[config.mk]
export PLATFORM = sky130hd
export DESIGN_NAME = demux1xn_param_flat
export DESIGN_NICKNAME = d
export VERILOG_FILES = /design/src/rtl/demux1xn_param_if.sv /design/src/rtl/demux1xn_param.sv /design/src/flat_wrapper.sv
export SDC_FILE = /design/constraint.sdc
export NUM_CORES = 1
export LEC_CHECK = 0
export CORE_UTILIZATION = 45
export DETAILED_ROUTE_END_ITERATION = 7
export PLACE_DENSITY = 0.8
export SLEW_MARGIN = 20
export SYNTH_ARGS = -nofsm -noshare
export SYNTH_HDL_FRONTEND = slang
export SYNTH_SLANG_ARGS = --single-unit
[constraint.sdc]
create_clock -name clk -period 1.4 [get_ports clk]
set_input_delay 0.28 -clock clk [delete_from_list [all_inputs] [get_ports clk]]
set_output_delay 0.28 -clock clk [all_outputs]
set_load 0.01 [all_outputs]
[src/rtl/demux1xn_param_if.sv]
// Bundle of the serial input side and the parallel frame output side of demux1xn_param.
// The master modport drives words in and consumes frames; the slave modport is the demux itself.
interface demux1xn_param_if #(
  parameter int WIDTH = 8,
  parameter int LANES = 4
);
  localparam int PW = $clog2(LANES);

  logic [WIDTH-1:0]       in;
  logic                   valid;
  logic                   in_ready;
  logic                   flush;
  logic                   out_ready;
  logic [LANES*WIDTH-1:0] out;
  logic [LANES-1:0]       valid_out;
  logic                   frame_valid;
  logic [PW-1:0]          lane_ptr;
  logic                   overrun;

  modport master (
    output in, valid, flush, out_ready,
    input  in_ready, out, valid_out, frame_valid, lane_ptr, overrun
  );

  modport slave (
    input  in, valid, flush, out_ready,
    output in_ready, out, valid_out, frame_valid, lane_ptr, overrun
  );
endinterface

[src/rtl/demux1xn_param.sv]
// Serial-to-parallel demux: packs accepted words round-robin into LANES staging lanes
// and presents each closed (full or flushed) group as one frame with a per-lane valid mask.
module demux1xn_param #(
  parameter int WIDTH = 8,
  parameter int LANES = 4
) (
  input logic            clk,
  input logic            reset,
  demux1xn_param_if.slave bus
);
  localparam int PW = $clog2(LANES);

  logic [WIDTH-1:0]       stage_reg [LANES];
  logic [LANES-1:0]       mask_reg, mask_next;
  logic                   closed_reg, closed_next;
  logic [PW-1:0]          ptr_reg, ptr_next;
  logic [LANES*WIDTH-1:0] out_reg, out_next;
  logic [LANES-1:0]       vout_reg;
  logic                   fv_reg;
  logic                   overrun_reg;

  logic                   slot_free;
  logic                   in_ready;
  logic                   transfer;
  logic                   accept;
  logic                   close_now;
  logic [PW-1:0]          wr_lane;
  logic [LANES-1:0]       lane_sel;
  logic [LANES-1:0]       base_mask;

  // A transfer empties staging on the same edge, so a coincident accept lands in lane 0.
  always_comb begin
    slot_free = !fv_reg | bus.out_ready;
    in_ready  = !closed_reg | slot_free;
    transfer  = closed_reg & slot_free;
    accept    = bus.valid & in_ready;
    wr_lane   = transfer ? '0 : ptr_reg;
    lane_sel  = accept ? (LANES'(1) << wr_lane) : '0;
    base_mask = transfer ? '0 : mask_reg;
    mask_next = base_mask | lane_sel;
    close_now = (accept & (wr_lane == PW'(LANES - 1)))
              | (bus.flush & !closed_reg & (|mask_next));
    closed_next = transfer ? close_now : (closed_reg | close_now);
    ptr_next = ptr_reg;
    if (transfer) ptr_next = '0;
    if (accept)   ptr_next = wr_lane + PW'(1);
    if (close_now) ptr_next = '0;
  end

  for (genvar gi = 0; gi < LANES; gi++) begin : g_lane
    always_ff @(posedge clk or negedge reset) begin
      if (!reset) begin
        stage_reg[gi] <= '0;
      end else if (lane_sel[gi]) begin
        stage_reg[gi] <= bus.in;
      end
    end

    // Unwritten lanes of a flushed partial frame are presented as zero.
    assign out_next[gi*WIDTH +: WIDTH] = mask_reg[gi] ? stage_reg[gi] : '0;
  end

  always_ff @(posedge clk or negedge reset) begin
    if (!reset) begin
      mask_reg    <= '0;
      closed_reg  <= 1'b0;
      ptr_reg     <= '0;
      out_reg     <= '0;
      vout_reg    <= '0;
      fv_reg      <= 1'b0;
      overrun_reg <= 1'b0;
    end else begin
      mask_reg   <= mask_next;
      closed_reg <= closed_next;
      ptr_reg    <= ptr_next;
      if (transfer) begin
        out_reg  <= out_next;
        vout_reg <= mask_reg;
        fv_reg   <= 1'b1;
      end else if (fv_reg & bus.out_ready) begin
        fv_reg   <= 1'b0;
      end
      if (bus.valid & !in_ready) begin
        overrun_reg <= 1'b1;
      end
    end
  end

  assign bus.in_ready    = in_ready;
  assign bus.out         = out_reg;
  assign bus.valid_out   = vout_reg;
  assign bus.frame_valid = fv_reg;
  assign bus.lane_ptr    = ptr_reg;
  assign bus.overrun     = overrun_reg;
endmodule

[src/flat_wrapper.sv]
// flat-port wrapper written by rule: the top's interface ports become plain ports
module demux1xn_param_flat 
#(
  parameter int WIDTH = 8,
  parameter int LANES = 4
)
  (clk, reset, bus_in, bus_valid, bus_flush, bus_out_ready, bus_in_ready, bus_out, bus_valid_out, bus_frame_valid, bus_lane_ptr, bus_overrun);
  demux1xn_param_if #(.WIDTH(WIDTH), .LANES(LANES)) bus_i ();
  input logic clk;
  input logic reset;
  input wire logic [$bits(bus_i.in)-1:0] bus_in;
  input wire logic [$bits(bus_i.valid)-1:0] bus_valid;
  input wire logic [$bits(bus_i.flush)-1:0] bus_flush;
  input wire logic [$bits(bus_i.out_ready)-1:0] bus_out_ready;
  output wire logic [$bits(bus_i.in_ready)-1:0] bus_in_ready;
  output wire logic [$bits(bus_i.out)-1:0] bus_out;
  output wire logic [$bits(bus_i.valid_out)-1:0] bus_valid_out;
  output wire logic [$bits(bus_i.frame_valid)-1:0] bus_frame_valid;
  output wire logic [$bits(bus_i.lane_ptr)-1:0] bus_lane_ptr;
  output wire logic [$bits(bus_i.overrun)-1:0] bus_overrun;
  assign bus_i.in = bus_in;
  assign bus_i.valid = bus_valid;
  assign bus_i.flush = bus_flush;
  assign bus_i.out_ready = bus_out_ready;
  assign bus_in_ready = bus_i.in_ready;
  assign bus_out = bus_i.out;
  assign bus_valid_out = bus_i.valid_out;
  assign bus_frame_valid = bus_i.frame_valid;
  assign bus_lane_ptr = bus_i.lane_ptr;
  assign bus_overrun = bus_i.overrun;
  demux1xn_param #(.WIDTH(WIDTH), .LANES(LANES)) u_core (.clk(clk), .reset(reset), .bus(bus_i));
endmodule
# Yosys cells after proc, flatten, opt, wreduce, memory -nomap -nowiden
# Index checks and enable logic that the tools add are counted.
dict set report op_classes {
  addsub 1
  n_eq_ne 1
  n_shift 1
  n_mux 12
  n_bitwise 12
  n_reduce_logical 5
}
# operator n
set ops {}
lappend ops {{2-to-1 mux 8 bit} 4}
lappend ops {{2-to-1 mux 4 bit} 2}
lappend ops {{bitwise AND 1 bit} 7}
lappend ops {{2-to-1 mux 2 bit} 3}
lappend ops {{OR 1 bit} 4}
lappend ops {{OR 4 bit} 1}
lappend ops {{OR reduction 4 bit} 1}
lappend ops {{left shift 1 x 2 -> 4 bit (first input constant)} 1}
lappend ops {{zero test 1 bit} 3}
lappend ops {{2-to-1 mux 1 bit} 3}
lappend ops {{adder 2 x 1 -> 2 bit (second input constant)} 1}
lappend ops {{== test 2 bit (second input constant)} 1}
lappend ops {{nonzero test 2 bit} 1}
dict set report word_totals {
  register_bits 77
  in_bits 13
}

# Depth between registers and ports, before layout
dict set report depth {
  ltp_word 12
  ltp_mapped 6
  depth_no_buf 4
}

# Least setup slack after synthesis
# OpenSTA, ideal clock, no wires.
dict set report synth_path {
  kind {flip-flop to flip-flop}
  from {reg u_core.ptr_reg[0], in the netlist u_core.bus.lane_ptr[0]}
  to {reg u_core.stage_reg[24] (netlist name)}
  setup_ns 0.125
  t_arrival_ns 1.434
  path_slack_ns -0.159
  path_stages_with_launch 5
  synth_period_minus_slack_ns 1.559
  path_cell_list {dfrtp_1 or3_1 a21o_1 buf_6 mux2_4}
}
dict set report synth_via {
  elab_chain_len 3
}
# item line_no
set synth_lines {}
lappend synth_lines {{from (decl)} demux1xn_param.sv:16} ;# logic [PW-1:0] ptr_reg, ptr_next;
lappend synth_lines {{from (signal assigned)} demux1xn_param.sv:75} ;# ptr_reg <= ptr_next;
lappend synth_lines {{2-to-1 mux 2 bit} demux1xn_param.sv:37} ;# wr_lane = transfer ? '0 : ptr_reg;
lappend synth_lines {{left shift 1 x 2 -> 4 bit} demux1xn_param.sv:38} ;# lane_sel = accept ? (LANES'(1) << wr_lane) : '0;
lappend synth_lines {{2-to-1 mux 4 bit} demux1xn_param.sv:38}
lappend synth_lines {{to (signal, indexed assignment)} demux1xn_param.sv:55} ;# stage_reg[gi] <= bus.in;
lappend synth_lines {{to (decl)} demux1xn_param.sv:13} ;# logic [WIDTH-1:0] stage_reg [LANES];
# No other way between the ends.
# A chain may end at the register's enable or synchronous reset.

# Worst setup path after layout
dict set report layout_path {
  from {reg u_core.closed_reg}
  to {reg u_core.stage_reg[12] (netlist name)}
}
dict set report layout_via {
  elab_chain_len 4
}
# item line_no
set layout_lines {}
lappend layout_lines {{from (decl)} demux1xn_param.sv:15} ;# logic closed_reg, closed_next;
lappend layout_lines {{from (signal assigned)} demux1xn_param.sv:74} ;# closed_reg <= closed_next;
lappend layout_lines {{bitwise AND 1 bit or zero test 1 bit (tied branches)} {demux1xn_param.sv:35, demux1xn_param.sv:34}}
lappend layout_lines {{2-to-1 mux 2 bit or OR 1 bit (tied branches)} {demux1xn_param.sv:37, demux1xn_param.sv:34}}
lappend layout_lines {{left shift 1 x 2 -> 4 bit or bitwise AND 1 bit (tied branches)} {demux1xn_param.sv:38, demux1xn_param.sv:36}}
lappend layout_lines {{2-to-1 mux 4 bit *} demux1xn_param.sv:38}
# Mark *: on every way between the ends. The rest lies on a longest branch, timed or not.

==> metrics.yaml <==
clock_network:
  clkTransAtPathRegs_ps: 70
  cts_sinks: 77
  clockRootBuffer: "clkbuf_8"
  cts_max_path_buffers: 2
  cts_tree: "yes"
  h-tree-depth: 3
  cts_inserted_buffers: 9
  clkLatencyLatePin_ps: 350
finish:
  antenna-diode-count: 0
  syn2layout_area_growth_pct: 34.4
  drive_gt1_share_pct: 26.5
  layout.nets: 345
  fin_area_um2: 4060
  fillCellCount: 523
logic_synthesis:
  synthMuxAreaShare_pct: 14.4
  yosys.area_share.simple_pct: 11.4
  synthXorXnorAreaFrac_pct: 0
  synthAdderAreaFrac_pct: 0
  yosysUniqueCellTypes: 25
  syn_avg_cell_area_um2: 11.8
  netlist_instances: 256
  synth-seq-area-share_pct: 63.8
  synth_top_family_by_area: "multiplexers"
  synth_compound_area_share_pct: 8.07
  synth_warnings: 0
  netlist_area_um2: 3020
  mappedNetlistNets: 269
  ys_ff_latch: 77
global_route:
  grtUsageMet3_pct: 3.56
  antenna_found_initial: 0
  busiest_layer: "met2"
  grt_usage_pct: 19.4
  grt_remaining_overflow: 0
  use_met2_pct: 30.0
  met1_usage_pct: 26.3
  grt_max_degree: 39
  grt_pass1_wl_mm: 10.5
  grt_pass1_vias: 2175
run_status:
  violations: "design-rule violations, negative setup slack"
  status: "finished, violations left"
placed_design:
  io_buffers: 53
  dp_hpwl_mm: 4.19
  postPlaceCellArea_um2: 3780
  place.gp.congestion: 0.812
  preCtsSetupSlack_ps: -449
drt:
  first_pass_iters: 6
  postRouteAntennaNets: 0
  drt-total-wl_mm: 6.46
  wl_per_cell_um: 15.6
  drtIter0Drc: 128
  drc: 6
  via_per_inst: 5.22
  vias: 2154
setup_path:
  rr_endpoint: "u_core.stage_reg[12]"
  startpoint: "u_core.closed_reg"
  crit_path_end: "u_core.stage_reg[12]"
  crit_arrival_ps: 1720
  r2r_slack_ps: -90
  worstPathRequired_ps: 1630
  cp-start-kind: "flip-flop"
  cp-end-kind: "flip-flop"
  crit_type: "reg -> reg"
  worst-path-max-fanout: 9
  worstReg2RegStart: "u_core.closed_reg"
  reg2reg_depth: 5
sta:
  maxSlewViolCount: 0
  period_needed_ps: 1490
  setup-tns-final_ps: -1960
  hold_violations: 0
  holdWs_ps: 385
  grt_setup_unrepaired: "yes"
  worst_pin_slew_ps: 349
  relSlewSlack_pct: 76.7
  timing.final.crit_share_pct: 106
  skew_ps: 5.36
  worst_slack_ps: -89.1
  setup_viol: 28
  max_freq_mhz: 672
floorplan:
  start_util_pct: 47.0
  core_area_um2: 6420
  fp.dieW_um: 83.9
  die_h_um: 83.9
  ios: 54
  dieArea_um2: 7050
  rows: 29
pwr:
  cellPowerDensity_nw_per_um2: 2090
  irDropWorstVdd_mv: 1.16
  leakage_uw: 0.00202
job:
  cap_violations: 0
min_path:
  hold_class: "in -> async"
==> stage by stage <==
step	util (%)	total power (uW)	instances
global route	63.2	9040	413
global placement	58.9	6750	393
finish	63.2	8510	413
CTS	61.5	8190	411
detailed placement	58.9	6870	393
floorplan	-	5340	256
==> how the worst min path moves through the flow <==
stage	endpoint	cells past startpoint
floorplan	u_core.bus.frame_valid	0
global placement	u_core.bus.valid_out[0]	1
detailed placement	u_core.bus.valid_out[0]	1
CTS	u_core.stage_reg[3]	2
global route	u_core.bus.out[28]	2
finish	u_core.stage_reg[3]	2
==> power by group <==
part	internal [uW]	total, uW	leakage [uW]	switching (uW)
logic	1820	3410	0.000945	1590
clock network	779	1520	0.0000926	739
registers	3110	3580	0.000986	472
total	5710	8510	0.00202	2800
==> Yosys cell counts <==
master	n	share of area, %
nand2b_1	2	0.41
o21bai_1	1	0.25
nor2b_1	2	0.41
a2bb2oi_1	1	0.29
inv_1	1	0.12
nor2_2	2	0.41
mux2_2	28	10
and3_2	1	0.25
and3_1	1	0.21
a21o_1	4	0.99
dfrtp_1	77	64
buf_1	3	0.37
buf_6	1	0.37
o21ai_0	37	6.1
a211oi_1	1	0.25
buf_2	2	0.33
a21oi_1	1	0.17
nor4_1	1	0.21
or3_1	1	0.21
buf_4	1	0.25
nand3b_1	1	0.25
clkbuf_1	7	0.87
mux2_4	8	4.0
nand2_1	71	8.8
and2b_1	1	0.25
==> cells by family (layout without fill, tap and decap cells) <==
| logic type | count (synthesis) | in the layout |
|---|---|---|
| AND/OR/NAND/NOR | 83 | 84 |
| multiplexers | 36 | 36 |
| AO/OA/AOI/OAI | 45 | 46 |
| flip-flops | 77 | 77 |
| buffers and inverters | 15 | 93 |
==> layer usage <==
layer | share of wire, % | vias up
li1 | - | 1020
met1 | 46 | 1069
met2 | 48 | 53
met3 | 3.7 | 12
met4 | 2.0 | 0
met5 | 0 | -
==> placed cells by master (no fill, tap or decap), types with 2 or more instances in the layout <==
| master | n |
|---|---|
| dfrtp_2 | 2 |
| a21o_4 | 2 |
| mux2_4 | 21 |
| o21ai_0 | 37 |
| mux2_2 | 15 |
| a21o_1 | 3 |
| clkdlybuf4s50_1 | 11 |
| clkbuf_1 | 2 |
| buf_2 | 3 |
| dfrtp_1 | 75 |
| buf_4 | 18 |
| dlygate4sd2_1 | 38 |
| nor2b_1 | 2 |
| buf_12 | 4 |
| nand2_1 | 69 |
| clkbuf_8 | 12 |
| nand2b_1 | 2 |
==> timing repair <==
action,in CTS,in global routing
hold buffers,1,0
setup endpoints to repair,89,59
cloned,1,2
resized for setup,58,19
setup buffers,1,1
pin swaps,2,4
hold endpoints to repair,24,0
==> critical path: stages, from the launching register on <==
cell and delay (ps):
dfrtp_1 400, and2b_2 280, nand2_1 80, nor2_2 140, buf_12 140, mux2_2 320
==> layout make-up <==
class                           count  area (um2)  share of cell area, %
Timing Repair Buffer               77         719                   17.7
Clock buffer                       14         173                   4.25
Tap cell                           77        96.3                   2.37
Clock inverter                      1        5.00                  0.123
Multi-Input combinational cell    166        1130                   27.9
Sequential cell                    77        1930                   47.5
Inverter                            1        3.75                 0.0924
Power figures use the tool's default switching activity.
